===== config.mk =====
export PLATFORM = sky130hd
export DESIGN_NAME = fetch_stage
export DESIGN_NICKNAME = d
export VERILOG_FILES = /design/src/rtl/fetch_stage.sv
export SDC_FILE = /design/constraint.sdc
export NUM_CORES = 1
export LEC_CHECK = 0
export ABC_CLOCK_PERIOD_IN_PS = 7000
export CORE_MARGIN = 1
export CORE_UTILIZATION = 49
export DETAILED_ROUTE_END_ITERATION = 10
export GPL_TIMING_DRIVEN = 0
export PLACE_DENSITY = 0.82
export SLEW_MARGIN = 30
export SYNTH_ARGS = -nofsm -noshare
export SYNTH_HDL_FRONTEND = slang
export SYNTH_SLANG_ARGS = --single-unit

===== constraint.sdc =====
create_clock -name clk -period 7 [get_ports clk]
set_input_delay 1.05 -clock clk [delete_from_list [all_inputs] [get_ports clk]]
set_output_delay 1.05 -clock clk [all_outputs]
set_load 0.1 [all_outputs]

===== src/rtl/fetch_stage.sv =====
// Instruction-fetch stage with IF/ID pipeline register, miss absorption and redirect handling.
// Optional exception redirect is compiled in when FETCH_EXC_EN is defined.
module fetch_stage #(
    parameter logic [31:0] RESET_PC   = 32'h0000_1000,
    parameter logic [31:0] EXC_VECTOR = 32'h0000_2000,
    parameter logic [31:0] NOP_INSTR  = 32'h0000_0000
) (
    input  logic        clk,
    input  logic        reset,
    input  logic        EN_REG,
    input  logic        flush,
    input  logic        block_pipe_data_cache,
    input  logic        branch_taken,
    input  logic [31:0] branch_target,
    input  logic        exc_req,
    output logic        ic_req,
    output logic [31:0] ic_addr,
    input  logic        ic_ready,
    input  logic [31:0] ic_rdata,
    output logic        block_pipe_instr_cache,
    output logic [31:0] instruction,
    output logic [31:0] PC,
    output logic [31:0] PCNEXT,
    output logic        valid,
    output logic [31:0] EPC
);

    typedef enum logic [1:0] {
        IDLE  = 2'd0,
        FETCH = 2'd1,
        MISS  = 2'd2,
        DRAIN = 2'd3
    } state_t;

    state_t      state_r, state_s;
    logic [31:0] pc_r, pc_s;
    logic [31:0] drain_addr_r, drain_s;
    logic [31:0] instr_s, pc_out_s, pcnext_s, epc_s, redirect_addr_s, ic_addr_s;
    logic        valid_s, adv_en_s, exc_s, redirect_s, ic_req_s, blk_s;
    logic        unused_s;

    function automatic logic [31:0] word_align(input logic [31:0] addr);
        return {addr[31:2], 2'b00};
    endfunction

    assign unused_s = ^{exc_req, branch_target[1:0]};

    // Next-state, next-PC and next IF/ID contents; priority exc > branch > flush > advance > hold.
    always_comb begin
        state_s  = state_r;
        pc_s     = pc_r;
        drain_s  = drain_addr_r;
        instr_s  = instruction;
        pc_out_s = PC;
        pcnext_s = PCNEXT;
        valid_s  = valid;
        epc_s    = EPC;
        adv_en_s = EN_REG & ~block_pipe_data_cache;
`ifdef FETCH_EXC_EN
        exc_s = exc_req & (state_r != IDLE);
`else
        exc_s = 1'b0;
`endif
        redirect_s      = exc_s | (branch_taken & (state_r != IDLE));
        redirect_addr_s = exc_s ? EXC_VECTOR : word_align(branch_target);

        if (state_r == IDLE) begin
            state_s = FETCH;
        end else if (redirect_s) begin
            pc_s    = redirect_addr_s;
            instr_s = NOP_INSTR;
            valid_s = 1'b0;
            if (exc_s) begin
                epc_s = valid ? PC : pc_r;
            end else begin
                epc_s = EPC;
            end
            // The outstanding miss must still complete before the new address is issued.
            case (state_r)
                MISS:    begin state_s = DRAIN; drain_s = pc_r; end
                DRAIN:   begin state_s = DRAIN; drain_s = drain_addr_r; end
                default: state_s = FETCH;
            endcase
        end else if (flush) begin
            instr_s = NOP_INSTR;
            valid_s = 1'b0;
        end else begin
            case (state_r)
                FETCH: begin
                    if (!ic_ready) begin
                        state_s = MISS;
                    end else begin
                        state_s = FETCH;
                    end
                end
                MISS: begin
                    if (ic_ready) begin
                        state_s = FETCH;
                    end else begin
                        state_s = MISS;
                    end
                end
                DRAIN: begin
                    if (ic_ready) begin
                        state_s = FETCH;
                    end else begin
                        state_s = DRAIN;
                    end
                end
                default: state_s = IDLE;
            endcase
            if ((state_r == FETCH || state_r == MISS) && adv_en_s) begin
                if (ic_ready) begin
                    instr_s  = ic_rdata;
                    pc_out_s = pc_r;
                    pcnext_s = pc_r + 32'd4;
                    valid_s  = 1'b1;
                    pc_s     = pc_r + 32'd4;
                end else begin
                    instr_s = NOP_INSTR;
                    valid_s = 1'b0;
                end
            end else begin
                valid_s = valid;
            end
        end

        ic_req_s  = (state_s != IDLE);
        ic_addr_s = (state_s == DRAIN) ? drain_s : pc_s;
        blk_s     = (state_s == MISS) || (state_s == DRAIN);
    end

    // State, PC and registered cache/IF/ID outputs.
    always_ff @(posedge clk or posedge reset) begin
        if (reset) begin
            state_r                <= IDLE;
            pc_r                   <= RESET_PC;
            drain_addr_r           <= RESET_PC;
            ic_req                 <= 1'b0;
            ic_addr                <= RESET_PC;
            block_pipe_instr_cache <= 1'b0;
            instruction            <= NOP_INSTR;
            PC                     <= 32'd0;
            PCNEXT                 <= 32'd0;
            valid                  <= 1'b0;
            EPC                    <= 32'd0;
        end else begin
            state_r                <= state_s;
            pc_r                   <= pc_s;
            drain_addr_r           <= drain_s;
            ic_req                 <= ic_req_s;
            ic_addr                <= ic_addr_s;
            block_pipe_instr_cache <= blk_s;
            instruction            <= instr_s;
            PC                     <= pc_out_s;
            PCNEXT                 <= pcnext_s;
            valid                  <= valid_s;
            EPC                    <= epc_s;
        end
    end

endmodule

== Word level (Yosys, flattened, before mapping) ==
Cells that the tools add are included.

* Register bits after elaboration: 197
* Input port bits: 72
* Output and inout bits: 163
* Logic and storage cells: 57

* Add/subtract/negate cells: 1
* Equal/unequal tests: 5
* Muxes and demuxes: 24
* Bitwise gates (word level): 6
* Reductions and logical operators: 11

{| class="wikitable"
|+ Operators with widths
! cell !! number
|-
| 32-bit two-way mux || 13
|-
| 32-bit by 3-bit adder with 32-bit output (second input constant) || 1
|-
| 2-bit two-way mux || 6
|-
| 2-bit equality test (second input constant) || 4
|-
| 5-bit AND reduction || 1
|-
| 1-bit two-way mux || 4
|-
| 1-bit inverter || 4
|-
| 2-bit one-hot mux with 2 select lines || 1
|-
| 2-bit nonzero test || 2
|-
| 2-bit OR reduction || 2
|-
| 3-bit nonzero test || 1
|-
| 1-bit bitwise AND || 2
|-
| 2-bit by 1-bit equality test with 1-bit output (second input constant) || 1
|-
| 2-bit logical NOT || 1
|-
| 1-bit logical OR || 2
|-
| 2-bit AND reduction || 1
|-
| 1-bit logical AND || 1
|}

== Depth between registers and ports, before layout ==
Gate-level depths: netlist of run 1.

* Word-level depth: 8
* Gate-level depth with buffers: 9
* Depth with buffers taken out: 7

== Least setup slack after synthesis of run 1 ==
Ideal clock, no wire load.

* Path kind: input to register
* Start point: input flush
* End point: register ic_addr[27]
* Library setup time: 0.125 ns
* Data arrival time: 2.941 ns
* Required time: 6.875 ns
* Setup slack: 3.934 ns
* Stages on the path: 7
* Buffers on the path: 2
* Cell sequence: buf_2 > nand2b_4 > or4_1 > clkbuf_1 > or4_1 > o211a_1 > mux2_4

* Elaborated cells between the ends (all ways): 8
* Classes of those cells: eq/ne (1); mux (7)

{| class="wikitable"
|+ RTL lines
! what !! RTL line !! RTL
|-
| start: declaration || 11 || <nowiki>input logic flush,</nowiki>
|-
| 32-bit two-way mux || 84 || <nowiki>end else if (flush) begin</nowiki>
|-
| 32-bit two-way mux || 69 || <nowiki>end else if (redirect_s) begin</nowiki>
|-
| 32-bit two-way mux || 67 || <nowiki>if (state_r == IDLE) begin</nowiki>
|-
| named net pc_s[27] || 36 || <nowiki>logic [31:0] pc_r, pc_s;</nowiki>
|-
| 32-bit two-way mux || 129 || <nowiki>ic_addr_s = (state_s == DRAIN) ? drain_s : pc_s;</nowiki>
|-
| named net ic_addr_s[27] || 38 || <nowiki>logic [31:0] instr_s, pc_out_s, pcnext_s, epc_s, redirect_addr_s, ic_addr_s;</nowiki>
|-
| end signal: assignment || 152 || <nowiki>ic_addr <= ic_addr_s;</nowiki>
|-
| end: declaration || 17 || <nowiki>output logic [31:0] ic_addr,</nowiki>
|}

The timed path passes the listed nets, and every way through them passes these cells.
A chain may end at the register's enable or synchronous reset.

== Worst setup path in the final report of run 1 ==
* Start point: input branch_taken
* End point: register ic_addr[24]

* Cells in the longest elaborated chain, start to end: 5
* Elaborated cells between the ends (all ways): 9
* Classes of those cells: eq/ne (1); mux (7); bitwise (1)

{| class="wikitable"
|+ RTL lines
! what !! RTL line !! RTL
|-
| start: declaration || 13 || <nowiki>input logic branch_taken,</nowiki>
|-
| 1-bit bitwise AND (*) || 64 || <nowiki>redirect_s = exc_s | (branch_taken & (state_r != IDLE));</nowiki>
|-
| 2-bit two-way mux || 69 ||
|-
| 2-bit two-way mux || 67 ||
|-
| 2-bit equality test || 129 ||
|-
| 32-bit two-way mux (*) || 129 ||
|-
| named net ic_addr_s[24] || 38 ||
|}

The timed path passes the listed nets; every way through them passes the cells marked *.

==> out/qor.txt, run 1 <==
status: complete, no violations
Mapped Cells: 888
Worst-Margin Slew: 1025 ps
Post-synth EDFFs: 0
RSZ-0062 raised after global routing: no
CP Capture Type: flip-flop
Max-slew headroom: 0.3148
synth-to-layout area growth: 34.27%
largest net degree at the start of global routing: 92
Avg WL per Cell: 21.11 um
Yosys reg bits: 195
DR vias/cell: 5.824
Ys Warns: 0
initial antenna violation count: 0
fmax: 261.2 MHz
Core Area: 18020 um^2
GRT overflow: 0
Req. time, crit path: 7310 ps
crit path max fanout: 10
Max IR drop VDD: 0.5439 mV
Setup Skew: 15.26 ps
vias in the first global route: 7771
routed wire length: 29170 um
min Tclk post-route: 3829 ps
Iter 0 DRT Violations: 825
Port Buffers: 198
CP max-delay cell: clkbuf_1
nets@finish: 1216
Clk pin slew, worst setup/hold paths: 70 ps
post-layout util: 0.6731
FP Rows: 49
Post-DP HPWL: 21140 um
mean post-synth cell area: 10.17 um^2
fin area: 12130 um^2
Period Utilization, post-route: 0.5469
Total GRT Usage: 0.3138
final setup vio count: 0
num ports: 235
Fin Hold WS: 477.2 ps
TritonRoute pass-1 iters: 6
critical path arrival: 4140 ps
Mapped Area: 9035 um^2
Die ar.: 18990 um^2
clk sink count: 195
Vias: 8049
Die Y-Extent: 137.8 um
clk_lat worst skew: 450 ps
register area share after synthesis: 0.5405
H-tree depth: 4
drt drc: 0
cts repair resizes: 0
Post-DP Area: 11520 um^2
layout cells sized above 1: 0.1336
distinct cell type count after synthesis: 67
slowest stage delay, CP: 690 ps
startpoint types: input port
Setup CP Type: input port to flip-flop
Hold Vio Cnt, Final: 0
MaxCap Viol Count: 0
fin. max-slew vios: 0
post-CTS setup repair buffer count: 0
Post-CTS Hold Buffers: 0
leakage: 5.343 nW
worst hold path class: flip-flop to flip-flop
Cell Pwr Density: 486.0 nW/um^2
Longest Clk Path Bufs: 2
Final ANT Viol Nets: 0
total CTS buffers: 17
root buf cell: clkbuf_16
Starting Density: 0.5012
first-pass GRT wire length: 43580 um
width of the die: 137.8 um
Post-synth top flop: dfrtp_1
Ant. Diodes: 0
CTS tree: yes
gp weighted congestion: 0.9836
CP Cell Sequence: clkdlybuf4s50_1 > buf_2 > clkinv_1 > or3_1 > o211ai_1 > clkbuf_1 > mux2_2
fraction of registers with async set/reset: 1.000
[cell usage in the layout, fill, tap and decap left out, types with 6 or more instances in the layout]
cell type	count
nor2_1	41
conb_1	32
nand3_1	22
a211oi_1	7
clkbuf_1	52
buf_2	17
buf_4	35
a31oi_1	8
a22o_1	36
and4_1	6
o22ai_1	10
clkdlybuf4s50_1	198
o21ai_0	55
dfrtp_1	192
o31ai_1	8
nor3_1	19
xor2_1	10
and3_1	6
inv_8	6
nand2_1	162
nand4_1	16
xnor2_1	18
clkbuf_16	17
mux2_2	46
nor4_1	6
inv_1	9
a21oi_1	14
[power by group]
group | total, W | switching (W) | internal [W]
clock network | 0.00102 | 0.000480 | 0.000545
registers | 0.00166 | 0.000174 | 0.00148
logic | 0.00321 | 0.00249 | 0.000727
[cells in the mapped netlist, drive strengths merged, types with 3 or more instances]
cell / instances / area (um^2)
nand4: 17 / 112.6
nand2b: 4 / 32.53
o22ai: 10 / 62.56
and4: 6 / 52.55
a311oi: 5 / 43.79
dfstp: 3 / 78.83
a21oi: 14 / 70.07
nor2b: 3 / 18.77
a22oi: 5 / 37.54
xnor2: 18 / 157.7
inv: 10 / 37.54
a21o: 4 / 30.03
or3: 3 / 18.77
o211a: 3 / 30.03
clkbuf: 53 / 200.2
buf: 53 / 349.1
xor2: 10 / 87.58
nor3: 19 / 95.09
and2: 4 / 25.02
or4: 5 / 37.54
a211oi: 7 / 52.55
mux2: 47 / 533.0
o31a: 5 / 45.04
ha: 4 / 50.05
nor2: 41 / 153.9
o31ai: 9 / 67.56
and3: 6 / 37.54
a31oi: 8 / 50.05
a22o: 36 / 315.3
or2: 4 / 25.02
o21ai: 55 / 275.3
dfrtp: 192 / 4805
nand2: 162 / 608.1
o41ai: 4 / 35.03
nor4: 9 / 56.30
nand3: 23 / 120.1
[per-stage QoR]
| step | setup TNS, ps | power [W] | worst slack (ps) | instances |
|---|---|---|---|---|
| 5_1_grt | 0 | 0.006090 | 3102 | 1382 |
| 3_3_place_gp | -317590 | 0.004817 | -1670 | 1346 |
| 2_1_floorplan | 0 | 0.004064 | 642.7 | 919 |
| 6_report | 0 | 0.005896 | 3171 | 1382 |
| 4_1_cts | 0 | 0.005897 | 3240 | 1382 |
| 3_5_place_dp | 0 | 0.004864 | 2799 | 1350 |
[cells by family (layout without fill, tap and decap cells)]
group	count (synthesis)	count (layout)	share of synthesized area
buf+inv	117	351	0.06536
mux	48	48	0.06010
simple gates	314	314	0.1619
other cells	1	32	0.0004151
compound gates	181	181	0.1390
flops	195	195	0.5405
xor+xnor	28	28	0.02714
fa+ha+maj	4	4	0.005540
[layer usage]
layer  global-route usage  up-vias  routed length (um)
met1               0.4281     3926               12230
li1                     -     3578                   -
met4               0.1298        0                 951
met2               0.4925      466               13450
met5                    0        -                   0
met3              0.05776       79                2546
[flip-flops by register name, indices dropped and copies added (netlist names)]
register	cells
ic_req	1
pc_r	32
valid	1
ic_addr	32
drain_addr_r	32
instruction	32
state_r	2
block_pipe_instr_cache	1
PCNEXT	30
PC	32
[worst max-delay path: cells and delay by family]
family,cells,cell delay [ps]
buf+inv,4,1790
simple gates,1,510
mux,1,440
compound gates,1,350
[path summary, 6_finish.rpt]
kind	start	end	slack [ps]	depth (start not counted)
max in group asynchronous	reset	drain_addr_r[12]	5340	3
min in group asynchronous	reset	instruction[17]	940	2
max reg2reg	state_r[0]	ic_addr[15]	3690	8
min reg2reg	PC[14]	PC[14]	480	2
min	PC[14]	PC[14]	480	2
max	branch_taken	ic_addr[24]	3170	7
[layout make-up]
type / count / area [um^2]
multi-input combinational: 607 / 3701
buffer: 106 / 549.3
fill: 1370 / 5893
timing repair buffer: 202 / 2047
clock inverter: 15 / 190.2
inverter: 11 / 48.80
sequential: 195 / 4883
tap: 229 / 286.5
clock buffer: 17 / 425.4
No activity file was read; power rests on OpenSTA's default activity.
==> run 2: changes to the inputs <==
--- a/config.mk
+++ b/config.mk
@@ -5,12 +5,12 @@
 export SDC_FILE = /design/constraint.sdc
 export NUM_CORES = 1
 export LEC_CHECK = 0
-export ABC_CLOCK_PERIOD_IN_PS = 7000
+export ABC_CLOCK_PERIOD_IN_PS = 3300
 export CORE_MARGIN = 1
-export CORE_UTILIZATION = 49
+export CORE_UTILIZATION = 44
 export DETAILED_ROUTE_END_ITERATION = 10
 export GPL_TIMING_DRIVEN = 0
-export PLACE_DENSITY = 0.82
+export PLACE_DENSITY = 0.78
 export SLEW_MARGIN = 30
 export SYNTH_ARGS = -nofsm -noshare
 export SYNTH_HDL_FRONTEND = slang
==> constraint.sdc (replaced) <==
create_clock -name clk -period 3.3 [get_ports clk]
set_input_delay 0.495 -clock clk [delete_from_list [all_inputs] [get_ports clk]]
set_output_delay 0.495 -clock clk [all_outputs]
set_load 0.1 [all_outputs]
==> run 2 against run 1 <==
The run now ends with DRC left. Non-clock buffer count up 4. Worst hold slack worse by 71 ps. Global-route usage decreased by 4.8 points. Routed wire length down 5.0%. Setup slack lost 3100 ps. Final area is 0.98% higher. Combinational power is 110% higher. First-iteration DRC count is 11% higher. Clock power grew 110%. Clock skew shrank 8.7 ps. Sequential share of layout area shrank 0.39 points. Critical path type unchanged. Largest power group unchanged. Highest routed layer unchanged.
==> out/qor.txt, run 2 (same netlist as run 1, synthesis figures left out) <==
status: finished, violations left
failing checks: DRC
slowest stage delay, CP: 680 ps
Die ar.: 21110 um^2
clk_lat worst skew: 440 ps
pre-CTS WS: -302.8 ps
synth-to-layout area growth: 35.59%
FP Rows: 52
leakage: 5.371 nW
Vias: 7888
Period Utilization, post-route: 0.9853
Avg WL per Cell: 19.43 um
most common cell after layout, fill and taps aside: clkdlybuf4s50_1
DR vias/cell: 5.528
Longest Clk Path Bufs: 2
routed wire length: 27720 um
Req. time, crit path: 3610 ps
CP Cell Sequence: clkdlybuf4s50_1 > buf_2 > clkinv_1 > or3_1 > o211ai_1 > clkbuf_1 > mux2_2
Setup CP Type: input port to flip-flop
Ant. Diodes: 0
startpoint types: input port
crit path max fanout: 10
Hold Vio Cnt, Final: 0
area of the multi-input gates: 3706 um^2
Port Buffers: 198
Setup Skew: 6.606 ps
Post-DP Area: 11650 um^2
Clk pin slew, worst setup/hold paths: 70 ps
layout cells sized above 1: 0.1374
root buf cell: clkbuf_16
CP Capture Type: flip-flop
fin area: 12250 um^2
critical path arrival: 3560 ps
internal reg-to-reg setup slack: 140 ps
CP max-delay cell: clkbuf_1
Cell Pwr Density: 1014 nW/um^2
Post-CTS Hold Buffers: 0
total CTS buffers: 17
min Tclk post-route: 3251 ps
Starting Density: 0.4480
nets@finish: 1220
num ports: 235
MaxCap Viol Count: 0
final worst setup slack: 48.63 ps
Iter 0 DRT Violations: 912
Total GRT Usage: 0.2661
final setup vio count: 0
GRT overflow: 0
H-tree depth: 4
Core Area: 20170 um^2
Die Y-Extent: 145.3 um
post-layout util: 0.6074
RSZ-0062 raised after global routing: no
CTS tree: yes
fin. max-slew vios: 0
drt drc: 1
fmax: 307.6 MHz
clk sink count: 195
Final ANT Viol Nets: 0
TritonRoute pass-1 iters: 9
Post-DP HPWL: 20560 um
FILL cells: 1653
Worst-Margin Slew: 1048 ps
gp weighted congestion: 0.9440
first-pass GRT wire length: 42990 um
largest net degree at the start of global routing: 30
setup TNS: 0 ps
Max-slew headroom: 0.2990
width of the die: 145.3 um
Max IR drop VDD: 0.6567 mV
Fin Hold WS: 406.2 ps
vias in the first global route: 7463
worst hold path class: input port to async pin
initial antenna violation count: 0
register area: 4883 um^2
most frequent cells in the layout: clkdlybuf4s50_1 (198), dfrtp_1 (192), nand2_1 (162)
run 2: metal layers:
layer	GRT usage	vias up	wire (um)
li1	-	3587	-
met1	0.3700	3780	11740
met2	0.4089	434	12640
met3	0.04843	87	2257
met4	0.1137	0	1085
met5	0	-	0
run 2: worst max-delay path: cells and delay by family:
kind	cells	cell delay [ps]
multiplexers	1	440
buffers and inverters	4	1760
AND/OR/NAND/NOR	1	490
AO/OA/AOI/OAI	1	370
run 2: final cells by class:
type                            instances  share of cell area
Buffer                                106             0.04484
Clock buffer                           17             0.03473
Clock inverter                         15             0.01379
Inverter                               11            0.003677
Multi-Input combinational cell        607              0.3025
Sequential cell                       195              0.3986
Tap cell                              270             0.02758
Timing Repair Buffer                  206              0.1742
run 2: worst paths after layout:
path	start	end	cells past startpoint
hold reg to reg	PC[4]	PC[4]	2
setup reg to reg	state_r[0]	ic_addr[27]	8
hold / removal	reset	PCNEXT[30]	2
setup / recovery	branch_taken	ic_addr[24]	7
min in group clk	PC[4]	PC[4]	2
max in group asynchronous	reset	pc_r[12]	4
run 2: through the flow:
stage,instances,power (W)
finish,1427,0.01242
global placement,1387,0.01023
global route,1427,0.01286
CTS,1427,0.01245
floorplan,919,0.008621
detailed placement,1395,0.01032
run 2: repair_timing:
action,4_1_cts,5_1_grt
setup buffers,0,0
resized for setup,0,1
endpoints found under the setup margin,0,1
run 2: power by group:
group	switching (W)	internal [W]
clock	0.000979	0.00114
combinational	0.00526	0.00155
sequential	0.000345	0.00315
